**src/rtl/snn_pkg.sv**
```systemverilog
// Shared types and helpers for the time-multiplexed LIF layer.
package snn_pkg;

  typedef enum logic [1:0] {StIdle, StAccum, StUpdate, StDone} state_e;

  localparam int          DefThreshold = 64;
  localparam int unsigned DefLeakShift = 3;

  // Signed add of two 32-bit operands, clamped to the signed range of 'width' bits.
  function automatic logic signed [31:0] sat_add(input logic signed [31:0] a,
                                                 input logic signed [31:0] b,
                                                 input int unsigned        width);
    logic signed [32:0] sum;
    logic signed [32:0] vmax;
    logic signed [32:0] vmin;
    sum  = {a[31], a} + {b[31], b};
    vmax = (33'sd1 <<< (width - 1)) - 33'sd1;
    vmin = -(33'sd1 <<< (width - 1));
    if (sum > vmax) begin
      sat_add = vmax[31:0];
    end else if (sum < vmin) begin
      sat_add = vmin[31:0];
    end else begin
      sat_add = sum[31:0];
    end
  endfunction

endpackage

```
**src/rtl/lif_update.sv**
```systemverilog
// Combinational leak, integrate, saturate, threshold and refractory decision for one neuron.
module lif_update import snn_pkg::*; #(
  parameter int unsigned V_WIDTH      = 16,
  parameter int unsigned A_WIDTH      = 11,
  parameter int          THRESHOLD    = DefThreshold,
  parameter int unsigned LEAK_SHIFT   = DefLeakShift,
  parameter int unsigned REFRAC_STEPS = 2,
  parameter int unsigned R_WIDTH      = 2
) (
  input  logic signed [V_WIDTH-1:0] v_i,
  input  logic signed [A_WIDTH-1:0] acc_i,
  input  logic        [R_WIDTH-1:0] refrac_i,
  output logic signed [V_WIDTH-1:0] v_o,
  output logic        [R_WIDTH-1:0] refrac_o,
  output logic                      spike_o
);

  logic signed [31:0] v_ext;
  logic signed [31:0] acc_ext;
  logic signed [31:0] leaked;
  logic signed [31:0] v_new;

  assign v_ext   = {{(32 - V_WIDTH){v_i[V_WIDTH-1]}}, v_i};
  assign acc_ext = {{(32 - A_WIDTH){acc_i[A_WIDTH-1]}}, acc_i};
  assign leaked  = v_ext - (v_ext >>> LEAK_SHIFT);
  assign v_new   = sat_add(leaked, acc_ext, V_WIDTH);

  always_comb begin
    v_o      = v_i;
    refrac_o = refrac_i;
    spike_o  = 1'b0;
    if (refrac_i != '0) begin
      // Refractory: input is discarded and the membrane held at rest.
      refrac_o = refrac_i - R_WIDTH'(1);
      v_o      = '0;
    end else if (v_new >= THRESHOLD) begin
      spike_o  = 1'b1;
      v_o      = '0;
      refrac_o = R_WIDTH'(REFRAC_STEPS);
    end else begin
      v_o = v_new[V_WIDTH-1:0];
    end
  end

endmodule

```
**src/rtl/snn_layer_tm.sv**
```systemverilog
// Time-multiplexed LIF layer: one synapse per cycle through a single MAC, per-timestep handshakes.
module snn_layer_tm import snn_pkg::*; #(
  parameter int unsigned N_NEURONS    = 4,
  parameter int unsigned PREV_NEURONS = 4,
  parameter int unsigned W            = 8,
  parameter int unsigned V_WIDTH      = 16,
  parameter int          THRESHOLD    = DefThreshold,
  parameter int unsigned LEAK_SHIFT   = DefLeakShift,
  parameter int unsigned REFRAC_STEPS = 2
) (
  input  logic                            clk,
  input  logic                            rst_n,
  input  logic                            in_valid,
  output logic                            in_ready,
  input  logic [PREV_NEURONS-1:0]         spikes_in,
  output logic                            out_valid,
  input  logic                            out_ready,
  output logic [N_NEURONS-1:0]            spikes_out,
  input  logic                            w_we,
  output logic                            w_ready,
  input  logic [$clog2(N_NEURONS)-1:0]    w_addr_n,
  input  logic [$clog2(PREV_NEURONS)-1:0] w_addr_p,
  input  logic signed [W-1:0]             w_data,
  input  logic                            clear_state
);

  localparam int unsigned NW = $clog2(N_NEURONS);
  localparam int unsigned PW = $clog2(PREV_NEURONS);
  localparam int unsigned AW = W + PW + 1;
  localparam int unsigned RW = (REFRAC_STEPS > 0) ? $clog2(REFRAC_STEPS + 1) : 1;
  localparam logic [NW-1:0] NLast = NW'(N_NEURONS - 1);
  localparam logic [PW-1:0] PLast = PW'(PREV_NEURONS - 1);

  state_e                   state_q, state_d;
  logic [NW-1:0]            n_q, n_d;
  logic [PW-1:0]            p_q, p_d;
  logic signed [AW-1:0]     acc_q, acc_d;
  logic [PREV_NEURONS-1:0]  spk_q, spk_d;
  logic [N_NEURONS-1:0]     out_spk_q, out_spk_d;
  logic                     out_valid_q, out_valid_d;

  logic signed [W-1:0]       weights_q [N_NEURONS][PREV_NEURONS];
  logic signed [V_WIDTH-1:0] v_q       [N_NEURONS];
  logic [RW-1:0]             refrac_q  [N_NEURONS];

  logic                      idle;
  logic                      clr_fire;
  logic                      w_fire;
  logic signed [W-1:0]       w_sel;
  logic signed [AW-1:0]      addend;
  logic signed [V_WIDTH-1:0] lif_v;
  logic [RW-1:0]             lif_refrac;
  logic                      lif_spike;

  assign idle     = (state_q == StIdle);
  assign clr_fire = idle && clear_state;
  assign w_fire   = idle && !clear_state && w_we;

  // in_ready drops while a clear or weight write owns the IDLE cycle, so the source holds.
  assign in_ready   = idle && !clear_state && !w_we;
  assign w_ready    = idle && !clear_state;
  assign out_valid  = out_valid_q;
  assign spikes_out = out_spk_q;

  assign w_sel  = weights_q[n_q][p_q];
  assign addend = spk_q[p_q] ? {{(AW - W){w_sel[W-1]}}, w_sel} : '0;

  lif_update #(
    .V_WIDTH     (V_WIDTH),
    .A_WIDTH     (AW),
    .THRESHOLD   (THRESHOLD),
    .LEAK_SHIFT  (LEAK_SHIFT),
    .REFRAC_STEPS(REFRAC_STEPS),
    .R_WIDTH     (RW)
  ) u_lif (
    .v_i     (v_q[n_q]),
    .acc_i   (acc_q),
    .refrac_i(refrac_q[n_q]),
    .v_o     (lif_v),
    .refrac_o(lif_refrac),
    .spike_o (lif_spike)
  );

  always_comb begin
    state_d     = state_q;
    n_d         = n_q;
    p_d         = p_q;
    acc_d       = acc_q;
    spk_d       = spk_q;
    out_spk_d   = out_spk_q;
    out_valid_d = 1'b0;
    case (state_q)
      StIdle: begin
        if (in_ready && in_valid) begin
          spk_d     = spikes_in;
          n_d       = '0;
          p_d       = '0;
          acc_d     = '0;
          out_spk_d = '0;
          state_d   = StAccum;
        end
      end
      StAccum: begin
        acc_d = acc_q + addend;
        if (p_q == PLast) begin
          p_d     = '0;
          state_d = StUpdate;
        end else begin
          p_d = p_q + PW'(1);
        end
      end
      StUpdate: begin
        out_spk_d[n_q] = lif_spike;
        acc_d          = '0;
        if (n_q == NLast) begin
          state_d = StDone;
        end else begin
          n_d     = n_q + NW'(1);
          state_d = StAccum;
        end
      end
      StDone: begin
        if (out_valid_q && out_ready) begin
          state_d = StIdle;
        end else begin
          out_valid_d = 1'b1;
        end
      end
      default: state_d = StIdle;
    endcase
  end

  always_ff @(posedge clk or negedge rst_n) begin
    if (!rst_n) begin
      state_q     <= StIdle;
      n_q         <= '0;
      p_q         <= '0;
      acc_q       <= '0;
      spk_q       <= '0;
      out_spk_q   <= '0;
      out_valid_q <= 1'b0;
    end else begin
      state_q     <= state_d;
      n_q         <= n_d;
      p_q         <= p_d;
      acc_q       <= acc_d;
      spk_q       <= spk_d;
      out_spk_q   <= out_spk_d;
      out_valid_q <= out_valid_d;
    end
  end

  always_ff @(posedge clk or negedge rst_n) begin
    if (!rst_n) begin
      for (int i = 0; i < int'(N_NEURONS); i++) begin
        for (int j = 0; j < int'(PREV_NEURONS); j++) begin
          weights_q[i][j] <= '0;
        end
      end
    end else if (w_fire) begin
      weights_q[w_addr_n][w_addr_p] <= w_data;
    end
  end

  always_ff @(posedge clk or negedge rst_n) begin
    if (!rst_n) begin
      for (int i = 0; i < int'(N_NEURONS); i++) begin
        v_q[i]      <= '0;
        refrac_q[i] <= '0;
      end
    end else if (clr_fire) begin
      for (int i = 0; i < int'(N_NEURONS); i++) begin
        v_q[i]      <= '0;
        refrac_q[i] <= '0;
      end
    end else if (state_q == StUpdate) begin
      v_q[n_q]      <= lif_v;
      refrac_q[n_q] <= lif_refrac;
    end
  end

endmodule

```
**config.mk**
```make
export PLATFORM = sky130hd
export DESIGN_NAME = snn_layer_tm
export DESIGN_NICKNAME = d
export VERILOG_FILES = /design/src/rtl/snn_pkg.sv /design/src/rtl/lif_update.sv /design/src/rtl/snn_layer_tm.sv
export SDC_FILE = /design/constraint.sdc
export NUM_CORES = 1
export LEC_CHECK = 0
export ABC_AREA = 1
export CORE_ASPECT_RATIO = 1.25
export CORE_MARGIN = 8
export CORE_UTILIZATION = 30
export CTS_CLUSTER_DIAMETER = 100
export DETAILED_ROUTE_END_ITERATION = 6
export GPL_TIMING_DRIVEN = 0
export PLACE_DENSITY = 0.55
export SLEW_MARGIN = 10
export SYNTH_ARGS = -nofsm -noshare
export SYNTH_HDL_FRONTEND = slang
export SYNTH_SLANG_ARGS = --single-unit
```
**constraint.sdc**
```tcl
create_clock -name clk -period 6.05 [get_ports clk]
set_input_delay 0.605 -clock clk [delete_from_list [all_inputs] [get_ports clk]]
set_output_delay 0.605 -clock clk [all_outputs]
set_load 0.01 [all_outputs]
```
**Word level (Yosys, flattened, before mapping)**

Index checks and enable logic that the tools add are counted.
W data, S select, Z words.

- Bits of input ports: 22
- Register bits: 226

- Muxes and demuxes: 57
- Magnitude comparators: 13
- $add $sub $neg: 6
- Reductions and logical operators: 24
- Bitwise operators: 4
- Equality and inequality tests: 9

Operators by type and width:

| cell | count |
|---|---|
| $mux W32 | 5 |
| $bwmux W128 | 1 |
| $mux W64 | 2 |
| $mux W16 | 5 |
| $bmux W32 S2 | 1 |
| $bwmux W64 | 1 |
| $demux W32 S2 | 1 |
| $mux W8 | 5 |
| $gt A33 B16 Y1 const B | 1 |
| $lt A33 B16 Y1 const B | 1 |
| $pmux W11 S3 | 1 |
| $bmux W16 S2 | 1 |
| $demux W16 S2 | 1 |
| $ge A32 B8 Y1 const B | 1 |
| $mux W2 | 12 |
| $mux W11 | 2 |
| $add A17 B11 Y18 | 1 |
| $sub A16 B13 Y17 | 1 |
| $bmux W8 S2 | 1 |
| $demux W8 S2 | 1 |
| $ge A3 B3 Y1 const B | 4 |
| $not A2 Y3 | 4 |
| $add A11 B11 Y11 | 1 |
| $logic_and A1 B1 Y1 | 10 |
| other kinds (26) | 49 |

**Logic depth before layout (Yosys ltp)**

- Word-level depth: 15
- Gate-level depth with buffers: 31
- Gate-level depth less buffers: 26

**Modules after synthesis**

From an unflattened synthesis, not the netlist that was laid out.

- Cells, all modules: 1628
- Area, all modules: 12751.0 um2

Modules (own cells, without submodules):

| module | instances | sequential area each (um2) | area an instance (um2) | cells each |
|---|---|---|---|---|
| snn_layer_tm | 1 | 5655.4 | 10822.9 | 1308 |
| lif_update | 1 | 0.0 | 1928.1 | 320 |

**Worst setup path before layout**

OpenSTA, ideal clock, no wires.

- Kind: reg2reg
- From: register n_q[0]
- To: register v_q[36] in the netlist's numbering
- Setup time: 0.066 ns
- Slack: 1.696 ns
- Clock period less this slack: 4.354 ns
- Arrival: 4.289 ns
- Data required time: 5.984 ns
- Buffers on the path: 6
- Stages on the path, launching flop included: 29
- Path through: dfrtp_1 > clkbuf_1 > clkinv_1 > clkbuf_1 > clkbuf_1 > clkbuf_1 > nand2_1 > a32oi_1 > inv_1 > fa_1 > inv_1 > ha_1 > nand2_2 > inv_2 > nand2_1 > nand2_1 > a21oi_1 > nand4_1 > nand2_4 > nand2_2 > nand2_1 > nand3_1 > nor2_1 > nand2_1 > nand2_2 > buf_6 > buf_6 > nand4_1 > nand2_1

- Cells in the longest elaborated chain, start to end: 15

Ends and longest elaborated chain:

| what | RTL line | RTL |
|---|---|---|
| from (decl) | snn_layer_tm.sv:35 | `logic [NW-1:0] n_q, n_d;` |
| from (signal assigned) | snn_layer_tm.sv:144 | `n_q <= n_d;` |
| $not A2 Y3 (not written as such) * | snn_layer_tm.sv:76, snn_layer_tm.sv:78, snn_layer_tm.sv:177 |  |
| $bmux W16 S2 | snn_layer_tm.sv:76 | `.v_i (v_q[n_q]),` |
| $mux W16 (not written as such) (2 in series) | snn_layer_tm.sv:76 |  |
| $sub A16 B13 Y17 | lif_update.sv:25 | `assign leaked = v_ext - (v_ext >>> LEAK_SHIFT);` |
| $add A17 B11 Y18 | snn_pkg.sv:16 | `sum = {a[31], a} + {b[31], b};` |
| $lt A33 B16 Y1 | snn_pkg.sv:21 | `end else if (sum < vmin) begin` |
| $mux W32 | snn_pkg.sv:21 |  |
| $mux W32 | snn_pkg.sv:19 | `if (sum > vmax) begin` |
| $ge A32 B8 Y1 | lif_update.sv:36 | `end else if (v_new >= THRESHOLD) begin` |
| $mux W16 | lif_update.sv:36 |  |
| $mux W16 | lif_update.sv:32 | `if (refrac_i != '0) begin` |
| $bwmux W64 * | snn_layer_tm.sv:177 | `v_q[n_q] <= lif_v;` |
| $mux W64 * | snn_layer_tm.sv:176 | `end else if (state_q == StUpdate) begin` |
| $mux W64 * | snn_layer_tm.sv:171 | `end else if (clr_fire) begin` |
| to (signal, indexed assignment) | snn_layer_tm.sv:177 |  |
| to (decl) | snn_layer_tm.sv:43 | `logic signed [V_WIDTH-1:0] v_q [N_NEURONS];` |

Every way passes the cells marked *; elsewhere a longest branch is shown, timed or not. The select of a mux whose other input is x is not followed.
A chain may end at the register's enable or synchronous reset.

**Final worst setup path**

- From: register n_q[0]
- To: register v_q[4] in the netlist's numbering

Same word-level chain as after synthesis.

==> summary.md <==
| Metric | Value |
|---|---|
| Drt wl/cell | `18.6 microns` |
| Crit path top cell by count | `nand2_1` |
| Final setup fails | `0` |
| Worst-path fanout max | `10` |
| Total GRT Usage | `0.172` |
| CTS Buf Count | `26` |
| H-tree levels | `1` |
| Crit. End Element | `register` |
| Slew @ Worst Pin | `894 ps` |
| Post-synthesis cell area | `0.0124 sq mm` |
| CP max stage cell | `fa_1` |
| Net Count, Synth | `1,664` |
| Clk sinks | `226` |
| Max Freq | `176 MHz` |
| Worst EP required | `6470 ps` |
| CP peak stage delay | `500 ps` |
| Via count | `11,300` |
| Sequential area share after synthesis | `0.456` |
| Clk_lat worst skew | `550 ps` |
| Crit share post-route | `0.937` |
| First-pass GRT wire length | `~65 mm` |
| Slew Limit Headroom | `0.399` |
| Initial DRC count | `966` |
| Minimum clock period | `between 5000 and 6000 ps` |
| Synth unique cells | `42` |
| Crit path DAT | `6090 ps` |
| YS warnings | `0` |
| Synth Instances | `roughly 1,600` |
| Setup Skew | `15.4 ps` |
| Average instance area after synthesis | `7.79 sq um` |
| Global route overflow | `0` |
| Worst Setup Start Kind | `register` |
| Net count, final | `between 1,500 and 2,000` |
| Type of the worst setup path | `register to register` |
| Initial antenna violation count | `0` |
| Min-Delay Path Class | `register to register` |
| Seq cells post-synth | `226` |
| Die H | `roughly 240 microns` |
| I/O Buffers | `28` |
| First drt pass iteration count | `5` |
| Root Driver | `clkbuf_16` |
| Gp weighted congestion | `0.910` |
| Worst path cell trace | `clkbuf_1 > clkinv_1 > clkbuf_1 > clkbuf_2 > clkbuf_2 > nand2_1 > a32oi_2 > inv_1 > fa_1 > inv_1 > ha_1 > a21oi_1 > a21oi_1 > nor2_1 > nand2_1 > nand2_1 > nand4_1 > nand2_4 > clkbuf_1 > o21ai_1 > nand4_1 > nand2_1` |
| Core Rows | `slightly above 80` |
| TritonCTS clock tree | `done` |
| Leading cell type in the layout, fill and taps excluded | `nand2_1` |
| Synth area leader | `dfrtp_1` |
| Ant. Diodes | `0` |
| Core ar. | `0.0409 sq mm` |
| Final HPWL DP | `30.3 mm` |
| Fill count | `4,398` |
| Status | `finished, final reports clean` |
| Pin count of the biggest net entering global routing | `~90` |
| Antenna Nets Post-Route | `0` |
| Die width | `198 microns` |
| Clock-pin transition on the worst setup and hold timing paths | `60 ps` |
| Commonest cells after routing, fill and taps aside | `457 x nand2_1, 231 x o21ai_0, 226 x dfrtp_1` |
| Slew Limit Fails | `0` |
| Max-cap violation count | `0` |
| Final WS setup | `~380 ps` |
| Area growth, synth to finish | `16.0%` |
| Area fraction of the dominant cell type after synthesis | `0.456` |
| Die Area | `0.0481 sq mm` |
| RSZ-0062 raised after global routing | `no` |
| Layout cells sized above 1 | `0.0570` |
| DR vias/cell | `5.10` |
| Final hold vios | `0` |
| Vias in the first global route | `about 11,000` |
| Synth area leaders | `dfrtp_1 46%, nand2_1 14%, o21ai_0 9.3%` |
| Place WS | `-225 ps` |
| Post-Route WL | `41.3 mm` |
| Starting Density | `0.303` |
| Io pins | `29` |
| DRC viols | `0` |
| Clock buffer depth | `3` |
[state kept, by name, summed over array words and instances, names as in the netlist]
name	flops
p_q	2
n_q	2
state_q	2
spk_q	4
v_q	64
refrac_q	8
spikes_out	4
out_valid	1
weights_q	128
acc_q	11
[worst paths after layout]
| kind | from | end | slack [ps] | cells after the start |
|---|---|---|---|---|
| max reg2reg | n_q[0] | v_q[4] | 380 | 22 |
| max | n_q[0] | v_q[4] | 380 | 22 |
| min | v_q[19] | v_q[19] | 480 | 2 |
| min reg2reg | v_q[19] | v_q[19] | 480 | 2 |
| min in group asynchronous | rst_n | v_q[43] | 590 | 2 |
| max in group asynchronous | rst_n | weights_q[82] | 4590 | 3 |
[Yosys cell counts (all sizes together)]
cell     instances
dfrtp          226
and2             2
nand4           56
and3             2
o21ai          239
clkinv           6
a22o             8
nand3b           2
nor4             1
a31oi            2
a32o             3
o21bai           2
nor3            11
xnor2            5
buf             15
o211ai           5
fa              16
ha              35
inv            159
xor2             7
a211oi          12
o221ai           1
o31ai            3
a32oi           12
clkbuf          66
nor2            96
a21oi           67
o2111ai          1
nand3           27
or2              2
nand2          464
o22ai           38
[repair_timing]
item,in CTS,in global routing
buffers inserted,0,0
resized for setup,6,20
endpoints found under the hold margin,45,0
endpoints found under the setup margin,52,60
hold buffers,1,0
[per-stage QoR]
stage / cell area, sq um / std cells / utilization / TNS (ps) / hold slack, ps
2_1_floorplan: 12400 / 1591 / - / 0 / 309
3_3_place_gp: 13400 / 2171 / 0.327 / -1257510 / 461
3_5_place_dp: 13400 / 2173 / 0.328 / -6990 / 466
4_1_cts: 14300 / 2220 / 0.351 / 0 / 483
5_1_grt: 14400 / 2220 / 0.351 / 0 / 491
6_report: 14400 / 2220 / 0.351 / 0 / 479
[final cells by class]
cell class,instances,area (sq um),area share
buffer,80,342,0.0238
clock buffer,38,767,0.0533
clock inverter,9,101,0.00705
inverter,165,619,0.0431
multi-input combinational,1119,5850,0.407
sequential,226,5660,0.393
tap,552,691,0.0480
timing repair buffer,31,350,0.0244
[per-layer routing]
layer,up-vias,GRT usage,part of all wire
met5,-,0,0
met4,0,0.0941,0.058
met3,102,0.0261,0.056
met2,363,0.292,0.49
met1,5461,0.206,0.40
li1,5401,-,-
[critical path, delay by kind of cell, from the launching register on]
| family | cells | cell delay, ps |
|---|---|---|
| AND/OR/NAND/NOR | 8 | 990 |
| buffers and inverters | 8 | 2090 |
| flip-flops | 1 | 410 |
| AO/OA/AOI/OAI | 4 | 1170 |
| adder cells (fa/ha/maj) | 2 | 870 |
[logic make-up (layout without fill, tap and decap cells)]
| family | count (synthesis) | count (layout) | share of synthesized area |
|---|---|---|---|
| flip-flops | 226 | 226 | 0.456 |
| XOR/XNOR | 12 | 12 | 0.00848 |
| buffers and inverters | 246 | 323 | 0.0769 |
| AND/OR/NAND/NOR | 663 | 663 | 0.222 |
| AO/OA/AOI/OAI | 393 | 393 | 0.175 |
| adder cells (fa/ha/maj) | 51 | 51 | 0.0612 |
Power is not shown: default switching activity piles up to over one toggle a cycle in this logic, so the estimate is an artifact.
